===== src/rtl/softmax_pkg_16.sv =====
// Shared definitions for the 16-bit softmax output packer.
package softmax_pkg_16;

  localparam int unsigned DATA_SIZE = 16;
  localparam int unsigned KEEP_W    = 2 * DATA_SIZE / 8;
  localparam int unsigned ENTRY_W   = 2 * DATA_SIZE + KEEP_W + 1;

  // Packed-word FIFO entry; top of the entry is last, bottom is data.
  typedef struct packed {
    logic                     last;
    logic [KEEP_W-1:0]        keep;
    logic [2*DATA_SIZE-1:0]   data;
  } fifo_entry_t;

  // Pack FSM: StHalf means the low lane register holds a pending result.
  typedef enum logic [0:0] {
    StEmpty,
    StHalf
  } pack_state_e;

endpackage


===== src/rtl/sync_fifo_16.sv =====
// Show-ahead synchronous FIFO: head entry is visible on rdata without a pop.
module sync_fifo_16 #(
  parameter int unsigned width = 37,
  parameter int unsigned depth = 4
) (
  input  logic             clk_i,
  input  logic             rst_i,
  input  logic             push_i,
  input  logic [width-1:0] wdata_i,
  input  logic             pop_i,
  output logic [width-1:0] rdata_o,
  output logic             full_o,
  output logic             empty_o
);

  localparam int unsigned PtrW = $clog2(depth);
  localparam int unsigned CntW = PtrW + 1;

  logic [width-1:0] mem_q [depth];
  logic [PtrW-1:0]  wr_ptr_q;
  logic [PtrW-1:0]  rd_ptr_q;
  logic [CntW-1:0]  count_q;
  logic             do_push;
  logic             do_pop;

  assign full_o  = (count_q == CntW'(depth));
  assign empty_o = (count_q == '0);
  assign do_push = push_i && !full_o;
  assign do_pop  = pop_i && !empty_o;
  assign rdata_o = mem_q[rd_ptr_q];

  // Storage array; contents are don't-care until written.
  always_ff @(posedge clk_i) begin
    if (do_push) begin
      mem_q[wr_ptr_q] <= wdata_i;
    end
  end

  // Pointers wrap naturally since depth is a power of two.
  always_ff @(posedge clk_i or posedge rst_i) begin
    if (rst_i) begin
      wr_ptr_q <= '0;
      rd_ptr_q <= '0;
      count_q  <= '0;
    end else begin
      if (do_push) wr_ptr_q <= wr_ptr_q + PtrW'(1);
      if (do_pop)  rd_ptr_q <= rd_ptr_q + PtrW'(1);
      if (do_push && !do_pop) begin
        count_q <= count_q + CntW'(1);
      end else if (do_pop && !do_push) begin
        count_q <= count_q - CntW'(1);
      end
    end
  end

endmodule


===== src/rtl/softmax_output_packer_16.sv =====
// Packs pairs of 16-bit softmax results into 32-bit words for the DMA write path.
module softmax_output_packer_16
  import softmax_pkg_16::*;
#(
  parameter int unsigned data_size  = DATA_SIZE,
  parameter int unsigned fifo_depth = 4
) (
  input  logic                       axi_clock_i,
  input  logic                       axi_reset_i,
  input  logic                       s_axis_valid_i,
  input  logic [data_size-1:0]       s_axis_data_i,
  input  logic                       s_axis_last_i,
  output logic                       s_axis_ready_o,
  input  logic                       m_axis_ready_i,
  output logic                       m_axis_valid_o,
  output logic [2*data_size-1:0]     m_axis_data_o,
  output logic [2*data_size/8-1:0]   m_axis_keep_o,
  output logic                       m_axis_last_o,
  output logic [7:0]                 pkt_count_o
);

  localparam int unsigned KeepW  = 2 * data_size / 8;
  localparam int unsigned EntryW = 2 * data_size + KeepW + 1;
  localparam logic [KeepW-1:0] KeepLow = {{(KeepW/2){1'b0}}, {(KeepW/2){1'b1}}};
  localparam logic [KeepW-1:0] KeepAll = {KeepW{1'b1}};

  pack_state_e           state_q, state_d;
  logic [data_size-1:0]  low_q, low_d;
  logic [7:0]            pkt_count_q;
  logic                  accept;
  logic                  push;
  logic                  pop;
  logic                  fifo_full;
  logic                  fifo_empty;
  logic [EntryW-1:0]     push_entry;
  logic [EntryW-1:0]     head_entry;

  assign s_axis_ready_o = !fifo_full;
  assign accept         = s_axis_valid_i && s_axis_ready_o;
  assign m_axis_valid_o = !fifo_empty;
  assign pop            = m_axis_valid_o && m_axis_ready_i;
  assign pkt_count_o    = pkt_count_q;

  // Head fields are masked to zero while the FIFO holds nothing.
  assign {m_axis_last_o, m_axis_keep_o, m_axis_data_o} = fifo_empty ? '0 : head_entry;

  // Pack FSM next state and FIFO push request; entry layout is {last, keep, data}.
  always_comb begin
    state_d    = state_q;
    low_d      = low_q;
    push       = 1'b0;
    push_entry = '0;
    if (accept) begin
      unique case (state_q)
        StEmpty: begin
          if (s_axis_last_i) begin
            push       = 1'b1;
            push_entry = {1'b1, KeepLow, {data_size{1'b0}}, s_axis_data_i};
          end else begin
            low_d   = s_axis_data_i;
            state_d = StHalf;
          end
        end
        StHalf: begin
          push       = 1'b1;
          push_entry = {s_axis_last_i, KeepAll, s_axis_data_i, low_q};
          state_d    = StEmpty;
        end
        default: state_d = StEmpty;
      endcase
    end
  end

  // Pack state, pending low lane and completed-packet counter.
  always_ff @(posedge axi_clock_i or posedge axi_reset_i) begin
    if (axi_reset_i) begin
      state_q     <= StEmpty;
      low_q       <= '0;
      pkt_count_q <= '0;
    end else begin
      state_q <= state_d;
      low_q   <= low_d;
      if (pop && m_axis_last_o) begin
        pkt_count_q <= pkt_count_q + 8'd1;
      end
    end
  end

  sync_fifo_16 #(
    .width (EntryW),
    .depth (fifo_depth)
  ) u_fifo (
    .clk_i   (axi_clock_i),
    .rst_i   (axi_reset_i),
    .push_i  (push),
    .wdata_i (push_entry),
    .pop_i   (pop),
    .rdata_o (head_entry),
    .full_o  (fifo_full),
    .empty_o (fifo_empty)
  );

endmodule


===== config.mk =====
export PLATFORM = sky130hd
export DESIGN_NAME = softmax_output_packer_16
export DESIGN_NICKNAME = d
export VERILOG_FILES = /design/src/rtl/softmax_pkg_16.sv /design/src/rtl/sync_fifo_16.sv /design/src/rtl/softmax_output_packer_16.sv
export SDC_FILE = /design/constraint.sdc
export NUM_CORES = 1
export LEC_CHECK = 0
export CORE_MARGIN = 2
export CORE_UTILIZATION = 55
export CTS_CLUSTER_SIZE = 25
export DETAILED_ROUTE_END_ITERATION = 8
export GPL_TIMING_DRIVEN = 0
export PLACE_DENSITY = 0.77
export SETUP_SLACK_MARGIN = 0.2
export SYNTH_ARGS = -nofsm -noshare
export SYNTH_HDL_FRONTEND = slang
export SYNTH_HIERARCHICAL = 1
export SYNTH_SLANG_ARGS = --single-unit

===== constraint.sdc =====
create_clock -name axi_clock_i -period 3.7 [get_ports axi_clock_i]
set_clock_uncertainty 0.2 [all_clocks]
set_input_delay 0.555 -clock axi_clock_i [delete_from_list [all_inputs] [get_ports axi_clock_i]]
set_output_delay 0.555 -clock axi_clock_i [all_outputs]
set_load 0.1 [all_outputs]

==> impl_metrics.py <==
metrics = {
    "critical_path": {
        "critPathSlowestCell": "dlygate4sd2_1",
        "end_kind": "primary output",
        "critPathLaunchType": "register",
        "r2r_slack_ns": 0.36,
        "worst-setup-path-type": "reg -> out",
        "cpPeakStageDelay_ns": 0.86,
        "critPathArrivalTime_ns": 2.64,
        "timing.rr.start": "u_fifo/count_q[0]",
        "reg2reg_depth": 10,
        "crit_start": "u_fifo/rd_ptr_q[1]",
        "r2r_end": "u_fifo/count_q[1]",
        "crit_fanout": 10,
        "path_cells": "clkbuf_1 > mux4_2 > nor2b_1 > dlygate4sd2_1",
        "required_ns": 2.94,
    },
    "timing": {
        "slew_headroom_pct": 32.4,
        "tns_ns": 0,
        "finalCritPeriodShare_pct": 91.7,
        "worst_pin_slew_ns": 1.01,
        "finalHoldViolCount": 0,
        "rsz0062_at_grt": "no",
        "setup_viol": 0,
        "max_freq_ghz": 0.295,
        "drv_slew": 0,
        "whs_ns": 0.208,
        "fin_crit_ns": 3.39,
    },
    "finish": {
        "final_common_cell": "edfxtp_1",
        "area_delta_synth_final_pct": 20.6,
        "stdcell_area_um2": 8970,
        "final_cell_mix": "edfxtp_1 (148), nor2b_1 (39), mux4_2 (37)",
        "drive_above_1_share_pct": 25.2,
        "nets": 534,
        "antenna_cells": 0,
        "final_util_pct": 67.7,
    },
    "clock_tree": {
        "clkTransAtPathRegs_ns": 0.06,
        "clockBufferDepth": 2,
        "clk_latency_ns": 0.43,
        "tritoncts": "done",
        "post-cts-setup-buffer-count": 0,
        "root_buffer": "clkbuf_16",
        "cts_num_sinks": 180,
        "htreeDepth": 4,
        "post_cts_resized": 62,
        "cts_hold_buf": 0,
        "numCtsBuffers": 17,
    },
    "run_status": {
        "status": "complete, no violations",
    },
    "die": {
        "die_height_um": 120,
        "die_w_um": 120,
        "core_region_area_um2": 13200,
        "num_rows": 42,
        "io_pins": 68,
        "start_util_pct": 56.2,
        "die-area_um2": 14500,
    },
    "synthesis": {
        "postSynthCellCount": 416,
        "ys_seq_elements": 180,
        "syn_area_per_cell_um2": 17.9,
        "yosys.area.top_type": "edfxtp_1",
        "synth_nets": 444,
        "synth_top_area_share_pct": 59.8,
        "syn_area_um2": 7440,
        "yosys_warnings": 6,
        "ys_types": 31,
        "netlist_top_cells_area": "edfxtp_1 (60%), mux4_2 (11%), dfrtp_1 (11%)",
        "ys_seq_area_share_pct": 70.5,
    },
    "route": {
        "wirelength_um": 14600,
        "drc": 0,
        "wl_per_cell_um": 21.0,
        "via_per_inst": 5.71,
        "drt-initial-drc-count": 312,
        "drtAntennaViolNets": 0,
        "via_count": 3971,
        "first_pass_iters": 5,
    },
    "grt": {
        "first_global_vias": 4179,
        "grt_max_degree": 26,
        "grt_pass1_wl_um": 22900,
        "grt_usage_pct": 21.7,
        "grt_antenna_before_repair": 0,
        "overflow": 0,
    },
    "place": {
        "hpwl_um": 9620,
        "dpl_cell_area_um2": 8420,
        "place_congestion": 0.794,
        "portBuffers": 67,
    },
    "worst_hold_path": {
        "min_path_type": "in -> async",
    },
    "flow_run": {
        "maxCapViolCount": 0,
    },
}
-- worst max-delay path, delay by kind of cell (launching register included) --
family | cells | cell delay [ns]
buffers and inverters | 2 | 1.40
DFF | 1 | 0.34
and+or+nand+nor | 1 | 0.12
muxes | 1 | 0.35
-- registers in the layout, indices dropped and copies added, names as in the netlist --
register	cells
state_q	1
pkt_count_o	8
low_q	16
u_fifo/mem_q	148
u_fifo/wr_ptr_q	2
u_fifo/count_q	3
u_fifo/rd_ptr_q	2
-- worst max path at each step --
stage	slack [ns]	endpoint
final	0.31	m_axis_data_o[29]
after global placement	-0.98	u_fifo/mem_q[1][9]
after global routing	0.20	m_axis_data_o[24]
after floorplan	0.58	m_axis_data_o[28]
after CTS	0.20	m_axis_data_o[22]
after detailed placement	-0.32	u_fifo/count_q[2]
-- metal layers --
metal | GRT usage [%] | up-vias | share of wire (%)
met4 | 8.36 | 0 | 1.4
met1 | 28.2 | 2043 | 42
li1 | - | 1771 | -
met2 | 35.6 | 143 | 51
met5 | 0 | - | 0
met3 | 5.75 | 14 | 6.3
-- stage by stage --
step | instances | setup slack, ns
floorplan | 416 | 0.583
global placement | 659 | -0.983
detailed placement | 663 | -0.322
CTS | 695 | 0.197
global route | 695 | 0.200
finish | 695 | 0.306
-- synthesized netlist by cell type --
cell,instances
a21o_1,1
a21oi_1,12
a22oi_1,4
and2_1,6
and3_1,16
buf_2,4
buf_4,2
buf_6,4
clkbuf_1,13
dfrtp_1,32
edfxtp_1,148
fa_1,1
ha_1,6
inv_1,8
mux2_2,19
mux4_2,37
nand2_1,18
nand2b_1,2
nand2b_4,1
nand3_1,1
nand3b_1,13
nand4_1,1
nor2_1,5
nor2b_1,40
nor3_1,3
nor3_4,1
nor3b_2,1
nor4_1,3
or2_2,1
xnor2_1,6
xor2_1,7
-- area by class of cell --
cell class / instances / area (um^2)
Clock inverter: 11 / 135
Clock buffer: 21 / 450
Fill cell: 897 / 4280
Inverter: 8 / 30.0
Sequential cell: 180 / 5250
Timing Repair Buffer: 71 / 703
Buffer: 23 / 133
Multi-Input combinational cell: 205 / 2050
Tap cell: 176 / 220
-- kinds of logic after synthesis --
kind of cell             share of synthesized area [%]
XOR/XNOR                                          1.53
multiplexers                                      14.1
AND/OR/NAND/NOR                                   9.12
buffers and inverters                             2.14
AO/OA/AOI/OAI                                     1.31
adder cells (fa/ha/maj)                           1.28
flip-flops                                        70.5
Power is left out: the tool's default activity adds up to more than one toggle a clock period on the data nets, which glitch-free logic cannot reach.
==> patch: new RTL, same flow settings <==
The package constant `DATA_SIZE` goes from 16 to 32.
--- a/src/rtl/softmax_pkg_16.sv
+++ b/src/rtl/softmax_pkg_16.sv
@@ -2,5 +2,5 @@
 package softmax_pkg_16;
 
-  localparam int unsigned DATA_SIZE = 16;
+  localparam int unsigned DATA_SIZE = 32;
   localparam int unsigned KEEP_W    = 2 * DATA_SIZE / 8;
   localparam int unsigned ENTRY_W   = 2 * DATA_SIZE + KEEP_W + 1;
Interface: changed (resized m_axis_data_o, m_axis_keep_o and s_axis_data_i); port bits go from 68 to 120. No check against the original RTL was run, so the function may have changed too.
==> patch against the original RTL <==
- wire length grew 98%
- fmax is 1.2% lower
- final area increased by 86%
- synthesized area grew 86%
- sequential cell count rose by 160
- worst setup slack got worse by 0.040 ns
- critical path depth did not move
- critical endpoint is now m_axis_keep_o[3]
- largest cell class unchanged
Power is not shown: default switching activity piles up to over one toggle a cycle in this logic, so the estimate is an artifact.
==> patch: results (changes against the original RTL) <==
* Initial antenna violation count at 1 (+1)
* H-tree depth at 2 (-2)
* Synth top cells by count: 292 x edfxtp_1, 77 x nor2b_1, 73 x mux4_2, 48 x dfrtp_1, 33 x and3_1
* Iteration-0 DRC Markers at 711 (+130%)
* Net Count, Synth at 780 (+76%)
* Total track usage at 22.66% (+0.92 points)
* Clk_lat worst skew at 0.51 ns (+0.08 ns)
* Register area share after synthesis at 72.17% (+1.6 points)
* Largest stage delay, worst path at 0.86 ns (about the same)
* N_diodes at 0 (unchanged)
* Hold/Removal Path Class: in -> async
* Complex-gate fraction of the synthesized area at 1.540% (+0.23 points)
* DP Area at 15530 sq um (+84%)
* DP Wirelength at 18200 microns (+89%)
* Port buffer count at 118 (+76%)
* Synth Area in XOR/XNOR at 0.8243% (-0.71 points)
* Number of distinct library cells after synthesis at 33 (+6.5%)
* Synth warn at 6 (unchanged)
* Vias in the first global route at 7429 (+78%)
* Routed length per instance at 23.10 microns (+10%)
* First-pass DRT Iterations at 5 (unchanged)
* Slowest cell on crit path: dlygate4sd2_1
* RD Place Congestion at 0.7905 (-0.44%)
* Most used DFF post-synth: edfxtp_1
* Clock slew at reported path FFs at 0.06 ns (about the same)
* Status: completed
* Worst-Margin Slew at 0.9705 ns (-0.04309 ns)
* Nets at 942 (+76%)
* Fraction of registers with async set/reset at 14.12% (-3.7 points)
* CTS root buf: clkbuf_16
* Grt ovf at 0 (unchanged)
* Largest Register: u_fifo/mem_q
* Maximum fanout along the worst path at 10 (unchanged)
* Max Buffers Root-to-Sink at 3 (+1)
* Post-synth EDFFs at 292 (+97%)
* Layout cells sized above 1 at 29.87% (+4.6 points)
* Synth area leaders: edfxtp_1 63%, mux4_2 12%, dfrtp_1 8.7%
* CTS buffer count at 34 (+17)
* First-pass GRT wire length at 44040 microns (+92%)
* Via count at 7325 (+84%)
* Mux cell area share after synthesis at 14.76% (+0.67 points)
* Adder-cell share of the synthesized area at 0.6884% (-0.59 points)
* WP data arrival at 2.68 ns (+0.04 ns)
* Largest net degree at the start of global routing at 56 (+120%)
* Number of flip-flops in the largest register at 292 (+97%)
## patch: per-stage QoR
step | worst slack [ns] | instances | hold slack, ns
floorplan | 0.3940 | 736 | 0.1584
global placement | -1.428 | 1178 | 0.2553
detailed placement | -0.7247 | 1183 | 0.2606
CTS | 0.08116 | 1248 | 0.09092
global route | 0.09693 | 1248 | 0.1165
finish | 0.2662 | 1248 | 0.1068
## patch: logic make-up after synthesis
| logic type | count (synthesis) |
|---|---|
| multiplexers | 108 |
| buffers and inverters | 55 |
| AND/OR/NAND/NOR | 180 |
| AO/OA/AOI/OAI | 33 |
| XOR/XNOR | 13 |
| adder cells (fa/ha/maj) | 7 |
| flip-flops | 340 |
## patch: layout make-up
type	count	area, sq um
inverters	7	26.28
clock inverters	22	241.5
well taps	324	405.4
flip-flops and latches	340	9970
clock buffers	40	947.2
plain buffers	48	289.0
multi-input cells	344	3592
fillers	1573	7770
repair buffers	123	1221
## patch: path summary, 6_finish.rpt
path	from	to	slack (ns)	cells past startpoint
worst min register to register	pkt_count_o[7]	pkt_count_o[7]	0.27	1
max in group asynchronous	axi_reset_i	low_q[2]	2.74	3
min in group axi_clock_i	pkt_count_o[7]	pkt_count_o[7]	0.27	1
worst max-delay path	u_fifo/rd_ptr_q[1]	m_axis_keep_o[3]	0.27	4
worst max register to register	u_fifo/count_q[0]	u_fifo/count_q[1]	0.27	10
worst min-delay path	axi_reset_i	pkt_count_o[0]	0.11	2
## patch: metal layers
| layer | vias to the layer above | share of wire, % | wire length (microns) | track usage, % |
|---|---|---|---|---|
| li1 | 3198 | - | - | - |
| met1 | 3779 | 41 | 11720 | 32.29 |
| met2 | 298 | 49 | 14140 | 36.23 |
| met3 | 50 | 7.5 | 2157 | 3.896 |
| met4 | 0 | 2.8 | 812 | 7.683 |
| met5 | - | 0 | 0 | 0 |
## patch: worst max-delay path: cells and delay by family, from the launching register on
kind / cells / cell delay, ns
flops: 1 / 0.34
buf+inv: 2 / 1.39
simple gates: 1 / 0.12
mux: 1 / 0.32
## patch: timing repair
action	CTS	global route
hold buffers	0	0
pin swaps	3	0
buffers inserted	0	0
endpoints found under the setup margin	349	93
resized for setup	173	53
cloned	3	0
hold endpoints to repair	0	0
